## config.mk

```make
export PLATFORM = sky130hd
export DESIGN_NAME = axis_ready_lfsr
export DESIGN_NICKNAME = d
export VERILOG_FILES = /design/src/rtl/axis_frame_checker_pkg.sv /design/src/rtl/axis_ready_lfsr.sv
export SDC_FILE = /design/constraint.sdc
export NUM_CORES = 1
export LEC_CHECK = 0
export ABC_AREA = 1
export CAP_MARGIN = 10
export CORE_UTILIZATION = 46
export CTS_BUF_LIST = sky130_fd_sc_hd__clkbuf_16
export DETAILED_ROUTE_END_ITERATION = 8
export GPL_TIMING_DRIVEN = 0
export PLACE_DENSITY_LB_ADDON = 0.3
export SYNTH_ARGS = -nofsm -noshare
export SYNTH_HDL_FRONTEND = slang
export SYNTH_SLANG_ARGS = --single-unit
```

## constraint.sdc

```tcl
create_clock -name clk -period 2.1 [get_ports clk]
set_input_delay 0.315 -clock clk [delete_from_list [all_inputs] [get_ports clk]]
set_output_delay 0.315 -clock clk [all_outputs]
set_load 0.05 [all_outputs]
```

## src/rtl/axis_frame_checker_pkg.sv

```systemverilog
`default_nettype none
// ============================================================================
//  Module      : axis_frame_checker_pkg
//  Description : Shared constants and types for the AXI-Stream frame checker.
//                Holds the FSM state encoding, the LFSR seed/tap constants
//                used by the ready throttle, and a constant clog2 helper.
//  Revision    : 1.0 - initial release
// ============================================================================
package axis_frame_checker_pkg;

    typedef enum logic [0:0] {
        ST_RUN   = 1'b0,   // checking payload beats against BASE + idx
        ST_DRAIN = 1'b1    // frame overran N_WORDS; discard until tlast
    } state_t;

    // 16-bit Fibonacci LFSR, taps 16,14,13,11 -> bit positions 15,13,12,10
    localparam logic [15:0] c_lfsr_seed = 16'hACE1;
    localparam logic [15:0] c_lfsr_taps = 16'hB400;

    // Ceiling log2 usable in constant expressions; clog2(1) = 0
    function automatic int clog2(input int value);
        int r;
        int v;
        r = 0;
        v = value - 1;
        while (v > 0) begin
            r = r + 1;
            v = v >> 1;
        end
        return r;
    endfunction

endpackage
`default_nettype wire

```

## src/rtl/axis_ready_lfsr.sv

```systemverilog
`default_nettype none
// ============================================================================
//  Module      : axis_ready_lfsr
//  Description : Pseudo-random ready generator. A 16-bit Fibonacci LFSR
//                advances on every enabled cycle; the registered ready is
//                the OR of its two low bits (~75% duty).
//  Ports       : clk, aresetn (sync, active-low), i_en (advance enable),
//                o_ready (registered throttled ready)
//  Revision    : 1.0 - initial release
// ============================================================================
module axis_ready_lfsr
    import axis_frame_checker_pkg::*;
(
    input  logic clk,
    input  logic aresetn,
    input  logic i_en,
    output logic o_ready
);

    logic [15:0] r_lfsr;
    logic        r_ready;
    logic        w_feedback;

    assign w_feedback = ^(r_lfsr & c_lfsr_taps);

    always_ff @(posedge clk) begin
        if (!aresetn) begin
            r_lfsr  <= c_lfsr_seed;
            r_ready <= 1'b0;
        end else if (i_en) begin
            r_lfsr  <= {r_lfsr[14:0], w_feedback};
            r_ready <= r_lfsr[0] | r_lfsr[1];
        end
    end

    assign o_ready = r_ready;

endmodule
`default_nettype wire

```

==> results of run 1 <==
==> registers in the layout, summed over array words and instances, names as in the netlist <==
name / cells
r_lfsr: 16
o_ready: 1
==> power groups by stage <==
stage | registers [mW] | logic (mW) | clock network [mW]
6_report | 0.361 | 0.0788 | 0.369
5_1_grt | 0.363 | 0.0907 | 0.390
4_1_cts | 0.361 | 0.0800 | 0.378
3_5_place_dp | 0.367 | 0.0790 | 0
3_3_place_gp | 0.366 | 0.0771 | 0
2_1_floorplan | 0.370 | 0.0567 | 0
==> area by class of cell <==
| class | count | area (µm²) |
|---|---|---|
| fillers | 117 | 541 |
| flip-flops and latches | 17 | 340 |
| multi-input cells | 58 | 255 |
| clock buffers | 3 | 75.1 |
| plain buffers | 4 | 38.8 |
| inverters | 6 | 25.0 |
| repair buffers | 2 | 20.0 |
| well taps | 15 | 18.8 |
| clock inverters | 1 | 3.75 |
==> per-layer routing <==
metal  global-route usage, %  vias to the layer above  wire length, µm
li1                        -                      283                -
met1                    23.3                      241              533
met2                    27.8                        7              537
met3                    6.82                        5               32
met4                    12.9                        0               37
met5                       0                        -                0
==> cells in the mapped netlist <==
| library cell | number |
|---|---|
| a21oi_1 | 8 |
| a31oi_1 | 1 |
| buf_2 | 1 |
| buf_6 | 3 |
| dfxtp_1 | 17 |
| inv_1 | 5 |
| inv_4 | 1 |
| nand2_1 | 27 |
| nand3_1 | 4 |
| nor2_1 | 8 |
| o211ai_2 | 1 |
| o21ai_0 | 7 |
| o21ai_1 | 2 |
==> path summary, 6_finish.rpt <==
path	cells after the start	slack, ps	end	startpoint
setup / recovery	1	410	o_ready	o_ready
hold / removal	3	340	r_lfsr[15]	i_en
setup reg to reg	6	1250	r_lfsr[0]	r_lfsr[10]
hold reg to reg	2	450	r_lfsr[5]	r_lfsr[5]
==> logic make-up (layout without fill, tap and decap cells) <==
| kind of cell | count (synthesis) | in the layout | synth area share, % |
|---|---|---|---|
| flip-flops | 17 | 17 | 51.6 |
| buffers and inverters | 10 | 16 | 9.68 |
| AND/OR/NAND/NOR | 39 | 39 | 23.0 |
| AO/OA/AOI/OAI | 19 | 19 | 15.7 |
==> metrics by stage <==
step	worst slack, ps	power (mW)	instances
after global routing	379	0.844	106
after CTS	403	0.819	106
after floorplan	1180	0.427	85
after global placement	677	0.443	102
after detailed placement	679	0.446	102
final	410	0.809	106
==> impl_metrics.toml, run 1 <==
[pwr]
seq_power_share_pct = 44.6
power_density_nw_per_um2 = 1040
swShare_pct = 22.0
comb_power_share_pct = 9.7
cellLeakagePower_nw = 0.369
switchingPower_uw = 178
p_int_uw = 632
clkPwrFrac_pct = 45.6
ir_drop_uv = 615

[worst_setup_path]
required_ps = 1780
cp-start-kind = "register"
worstPathBufferInverterCount = 1
crit_type = "reg -> out"
path_max_fanout = 2
path_cells = "clkdlybuf4s50_1"
cp_top_family = "buffers and inverters"
max_stage_delay_ps = 800
critPathSlowestCell = "clkdlybuf4s50_1"
end_kind = "output port"
critPathArrivalTime_ps = 1370

[cts]
cts_tree = "built"
cts_buffers = 3
post_cts_buffers = 0
clk_latency_ps = 250
clk_path_buf_depth = 2
ctsResizeCount = 0
h-tree-depth = 1
cts_sinks = 17
root_buffer = "clkbuf_16"
hold_buffers = 0
clk_pin_slew_ps = 50

[layout]
utilization_pct = 59.0
mostFrequentLayoutCells = "nand2_1, dfxtp_1, a21oi_1, nor2_1, o21ai_0"
final_common_cell = "nand2_1"
drive_gt1_share_pct = 9.89
fin_area_um2 = 777
finalNetCount = 95
syn_to_final_growth_pct = 17.8
diodes = 0

[synthesis]
synth_nets = 88
syn_area_um2 = 659
synth_cells = 85
ys_top_cells_by_area = "dfxtp_1, nand2_1, a21oi_1"
yosysTopAreaCellShare_pct = 51.6
yosysTopAreaCell = "dfxtp_1"
ys_seq_area_share_pct = 51.6
yosys.cell_types.count = 13
synth_seq_cells = 17
synth.avg_cell_area_um2 = 7.76
ys_warn_count = 0

[detailed_routing]
dr.pass1.iters = 4
drc_errors = 0
post_drt_wl_per_cell_um = 10.7
wl_mm = 1.14
drt_iter0_drc = 12
drtAntennaViolNets = 0
routed-via-count = 536
via_per_inst = 5.06

[global_route]
grt_pass1_wl_mm = 1.92
track_usage_pct = 19.2
gr-total-overflow = 0
antenna_found_initial = 0
grt_max_degree = 11
grt_pass1_vias = 484

[timing]
finalMaxSlewViolations = 0
finalClockSkew_ps = 1.42
rsz0062_at_grt = "false"
finalSetupViolCount = 0
period_minus_slack_ps = 1690
post-route-period-util_pct = 80.5
timing.fmax_mhz = 592
slew_headroom_pct = 67.3
tightestPinTransition_ps = 489
hold_ws_ps = 342
hold_viol = 0
final.setup.tns_ps = 0

[place]
place_congestion = 0.668
dp_hpwl_um = 755
post_dp_cell_area_um2 = 698
place.port_buffers = 2

[floorplan]
initial_utilization_pct = 50.0
die_h_um = 39.9
die_width_um = 39.9
ios = 4
dieArea_um2 = 1590
rows = 13
core_area_um2 = 1320

[job]
drv_cap = 0

[hold_path]
hp-class = "in -> reg"

[run_status]
outcome = "complete, no violations"
(Power assumes the default switching activity.)
==> run 2: changes to the inputs <==
==> constraint.sdc (replaced) <==
create_clock -name clk -period 1.65 [get_ports clk]
set_input_delay 0.2475 -clock clk [delete_from_list [all_inputs] [get_ports clk]]
set_output_delay 0.2475 -clock clk [all_outputs]
set_load 0.05 [all_outputs]
==> run 2 against run 1 <==
Net effect: cell count is the same; sequential cell count unchanged; clock skew about the same; critical endpoint unchanged; largest cell class unchanged.
==> impl_metrics.toml, run 2 (same netlist as run 1, synthesis figures left out) <==
[timing]
tightestPinTransition_ps = 496
final.setup.tns_ps = 0
slew_headroom_pct = 66.9
hold_viol = 0
finalSetupViolCount = 0
post-route-period-util_pct = 74.8
finalMaxSlewViolations = 0
period_minus_slack_ps = 1230
rsz0062_at_grt = "false"
finalClockSkew_ps = 1.43
timing.fmax_mhz = 810

[floorplan]
die_h_um = 39.9
rows = 13
core_area_um2 = 1320
initial_utilization_pct = 50.0
die_width_um = 39.9
ios = 4
dieArea_um2 = 1590

[pwr]
cellLeakagePower_nw = 0.382
ir_drop_uv = 783
power_density_nw_per_um2 = 1320

[cts]
clk_pin_slew_ps = 50
clk_latency_ps = 250
root_buffer = "clkbuf_16"
cts_sinks = 17
cts_buffers = 3
h-tree-depth = 1
clk_path_buf_depth = 2
cts_tree = "built"

[layout]
final_common_cell = "nand2_1"
syn_to_final_growth_pct = 18.2
largest_reg_flops = 16
fin_area_um2 = 779
regMostFlops = "r_lfsr"
finalNetCount = 95
diodes = 0
drive_gt1_share_pct = 9.89
mostFrequentLayoutCells = "nand2_1, dfxtp_1, a21oi_1, nor2_1, o21ai_0"

[worst_setup_path]
path_cells = "dlymetal6s2s_1"
ff2ff_path_depth = 6
end_kind = "output port"
reg2reg_to = "r_lfsr[0]"
crit_type = "reg -> out"
critPathArrivalTime_ps = 990
required_ps = 1400
critPathSlowestCell = "dlymetal6s2s_1"
worstPathBufferInverterCount = 1
rrSetupSlack_ps = 800
max_stage_delay_ps = 420
cp-start-kind = "register"
cp_top_family = "buffers and inverters"
path_max_fanout = 2
rr_startpoint = "r_lfsr[10]"

[global_route]
grt_pass1_vias = 484
antenna_found_initial = 0
track_usage_pct = 19.2
grt_pass1_wl_mm = 1.92
gr-total-overflow = 0
grt_max_degree = 11

[detailed_routing]
post_drt_wl_per_cell_um = 10.7
routed-via-count = 536
drt_iter0_drc = 12
drc_errors = 0
dr.pass1.iters = 4
wl_mm = 1.14
drtAntennaViolNets = 0
via_per_inst = 5.06

[run_status]
outcome = "complete, no violations"

[job]
drv_cap = 0

[place]
post_dp_cell_area_um2 = 698
dp_hpwl_um = 755
place.port_buffers = 2
place_congestion = 0.668

[hold_path]
min_path_cells = 3
hold_start = "i_en"
hp-class = "in -> reg"
hold_end = "r_lfsr[15]"
-- run 2: final cells by class --
| type | instances | area, µm² |
|---|---|---|
| Tap cell | 15 | 18.8 |
| Buffer | 4 | 38.8 |
| Clock buffer | 3 | 75.1 |
| Inverter | 6 | 25.0 |
| Clock inverter | 1 | 3.75 |
| Fill cell | 116 | 538 |
| Sequential cell | 17 | 340 |
| Multi-Input combinational cell | 58 | 255 |
| Timing Repair Buffer | 2 | 22.5 |
-- run 2: metal layers --
metal | track usage [%] | share of wire, % | vias up
li1 | - | - | 283
met1 | 23.3 | 47 | 241
met2 | 27.8 | 47 | 7
met3 | 6.82 | 2.6 | 5
met4 | 12.9 | 3.3 | 0
met5 | 0 | 0 | -
-- run 2: what timing repair did --
item                                    in CTS  in global routing
endpoints found under the hold margin        0                  0
gates resized for setup                      0                  1
setup buffers                                0                  0
hold buffers                                 0                  0
endpoints found under the setup margin       0                  1
-- run 2: worst max-delay path by stage --
stage | cells past startpoint | start | slack (ps) | end
finish | 1 | o_ready | 420 | o_ready
global route | 1 | o_ready | 380 | o_ready
CTS | 1 | o_ready | 20 | o_ready
detailed placement | 1 | o_ready | 300 | o_ready
global placement | 1 | o_ready | 290 | o_ready
floorplan | 2 | o_ready | 760 | o_ready
-- run 2: power by group --
part           leakage (nW)  total (mW)  switching, mW  internal [mW]
Sequential            0.141       0.460         0.0170          0.443
Clock                0.0423       0.470          0.149          0.321
Combinational         0.199       0.100         0.0602         0.0398
Total                 0.382        1.03          0.226          0.804
-- run 2: per-stage QoR --
stage                     power (mW)  instances  setup WS (ps)  hold WS (ps)  util [%]
final                           1.03        106            415           275      59.2
after global routing            1.07        106            385           308      59.2
after CTS                       1.04        106           20.8           272      59.0
after detailed placement       0.567        102            296           445      53.0
after global placement         0.563        102            294           438      53.0
after floorplan                0.543         85            757           429         -
==> run 3: changes to the inputs <==
==> constraint.sdc (replaced) <==
create_clock -name clk -period 1.1 [get_ports clk]
set_input_delay 0.165 -clock clk [delete_from_list [all_inputs] [get_ports clk]]
set_output_delay 0.165 -clock clk [all_outputs]
set_load 0.05 [all_outputs]
==> run 3 against run 2 <==
Net effect: non-clock buffer count unchanged; combinational power grew 47%; clock power increased by 50%; worst setup slack got worse by 310 ps; global-route usage unchanged; sequential share of layout area rose by 0.42 points; clock skew hardly changed; highest routed layer unchanged; core utilization decreased by 0.57 points; hold slack worse by 82 ps; critical path depth did not move.
==> impl_metrics.toml, run 3 (same netlist as run 1, synthesis figures left out) <==
[run_status]
outcome = "complete, no violations"

[pwr]
p_int_mw = 1.20
ir_drop_uv = 1170
cellLeakagePower_nw = 0.370
seq_power_share_pct = 44.7
switchingPower_uw = 339
swShare_pct = 22.0
comb_power_share_pct = 9.5
power_density_nw_per_um2 = 2000
clkPwrFrac_pct = 45.7

[cts]
clk_latency_ps = 250
clk_pin_slew_ps = 50
clk_path_buf_depth = 2
cts_tree = "built"
cts_sinks = 17
h-tree-depth = 1
cts_buffers = 3
root_buffer = "clkbuf_16"

[timing]
finalMaxSlewViolations = 0
tightestPinTransition_ps = 246
post-route-period-util_pct = 90.6
hold_viol = 0
finalSetupViolCount = 0
fin_ws_ps = 103
finalClockSkew_ps = 1.42
slew_headroom_pct = 83.7
period_minus_slack_ps = 997
rsz0062_at_grt = "false"
timing.fmax_mhz = 1000

[floorplan]
core_area_um2 = 1320
dieArea_um2 = 1590
initial_utilization_pct = 50.0
rows = 13
die_width_um = 39.9
die_h_um = 39.9
ios = 4

[hold_path]
hp-class = "in -> reg"

[worst_setup_path]
ff2ff_path_depth = 6
path_cells = "buf_2"
path_max_fanout = 2
crit_start = "o_ready"
cp_top_family = "flip-flops"
crit_type = "reg -> out"
max_stage_delay_ps = 320
worstPathBufferInverterCount = 1
end_kind = "output port"
critPathArrivalTime_ps = 830
required_ps = 940
rrSetupSlack_ps = 250
rr_startpoint = "r_lfsr[10]"
critPathSlowestCell = "dfxtp_1"
crit_end = "o_ready"
crit_cells = 1
cp-start-kind = "register"
reg2reg_to = "r_lfsr[0]"

[detailed_routing]
dr.pass1.iters = 4
drt_iter0_drc = 12
post_drt_wl_per_cell_um = 10.7
routed-via-count = 536
via_per_inst = 5.06
drc_errors = 0
wl_mm = 1.14
drtAntennaViolNets = 0

[place]
place_congestion = 0.668
post-place-ws_ps = -171
place.port_buffers = 2
post_dp_cell_area_um2 = 698
dp_hpwl_um = 755

[global_route]
antenna_found_initial = 0
grt_max_degree = 11
gr-total-overflow = 0
grt_pass1_wl_mm = 1.92
track_usage_pct = 19.2
grt_pass1_vias = 484

[job]
drv_cap = 0

[layout]
mostFrequentLayoutCells = "nand2_1, dfxtp_1, a21oi_1, nor2_1, o21ai_0"
diodes = 0
largest_reg_flops = 16
syn_to_final_growth_pct = 17.1
final_common_cell = "nand2_1"
drive_gt1_share_pct = 11.0
fin_area_um2 = 772
utilization_pct = 58.6
finalNetCount = 95
regMostFlops = "r_lfsr"
==> run 3: cell count changes in the layout (fill, tap and decap cells not counted), sizes merged <==
cell          delta
buf              +1
dlymetal6s2s     -1
==> run 3: how the worst min path moves through the flow <==
stage	startpoint	end	slack [ps]	cells past startpoint
global placement	r_lfsr[6]	r_lfsr[6]	440	2
detailed placement	i_en	r_lfsr[15]	440	3
finish	i_en	r_lfsr[15]	190	3
floorplan	aresetn	r_lfsr[1]	370	2
global route	i_en	r_lfsr[15]	230	3
CTS	i_en	r_lfsr[15]	190	3
==> run 3: power by group through the flow <==
| stage | Sequential, mW | Clock, mW | Combinational (mW) |
|---|---|---|---|
| after floorplan | 0.706 | 0 | 0.108 |
| after global placement | 0.698 | 0 | 0.147 |
| after detailed placement | 0.700 | 0 | 0.151 |
| after CTS | 0.689 | 0.722 | 0.149 |
| after global routing | 0.693 | 0.744 | 0.170 |
| final | 0.689 | 0.705 | 0.147 |
==> run 3: what timing repair did <==
| action | 4_1_cts | 5_1_grt |
|---|---|---|
| gates resized for setup | 5 | 0 |
| endpoints found under the setup margin | 1 | 0 |
| hold buffers | 0 | 0 |
| setup buffers | 0 | 0 |
==> run 3: layer usage <==
metal | wire, µm | up-vias | GRT usage, %
met5 | 0 | - | 0
met4 | 37 | 0 | 12.9
met3 | 29 | 5 | 6.82
met2 | 537 | 7 | 27.8
met1 | 533 | 241 | 23.3
li1 | - | 283 | -
==> run 3: cell type report <==
cell class              count  area (µm²)
multi-input cells          58         255
fillers                   118         546
well taps                  15        18.8
clock buffers               3        75.1
plain buffers               4        38.8
clock inverters             1        3.75
repair buffers              2        15.0
flip-flops and latches     17         340
inverters                   6        25.0
==> run 3: per-stage QoR <==
step                std cells  power, mW  setup TNS (ps)  hold WS (ps)
floorplan                  85      0.815               0           371
global placement          102      0.845            -208           438
detailed placement        102      0.851            -249           443
CTS                       106       1.56               0           189
global route              106       1.61               0           226
finish                    106       1.54               0           192
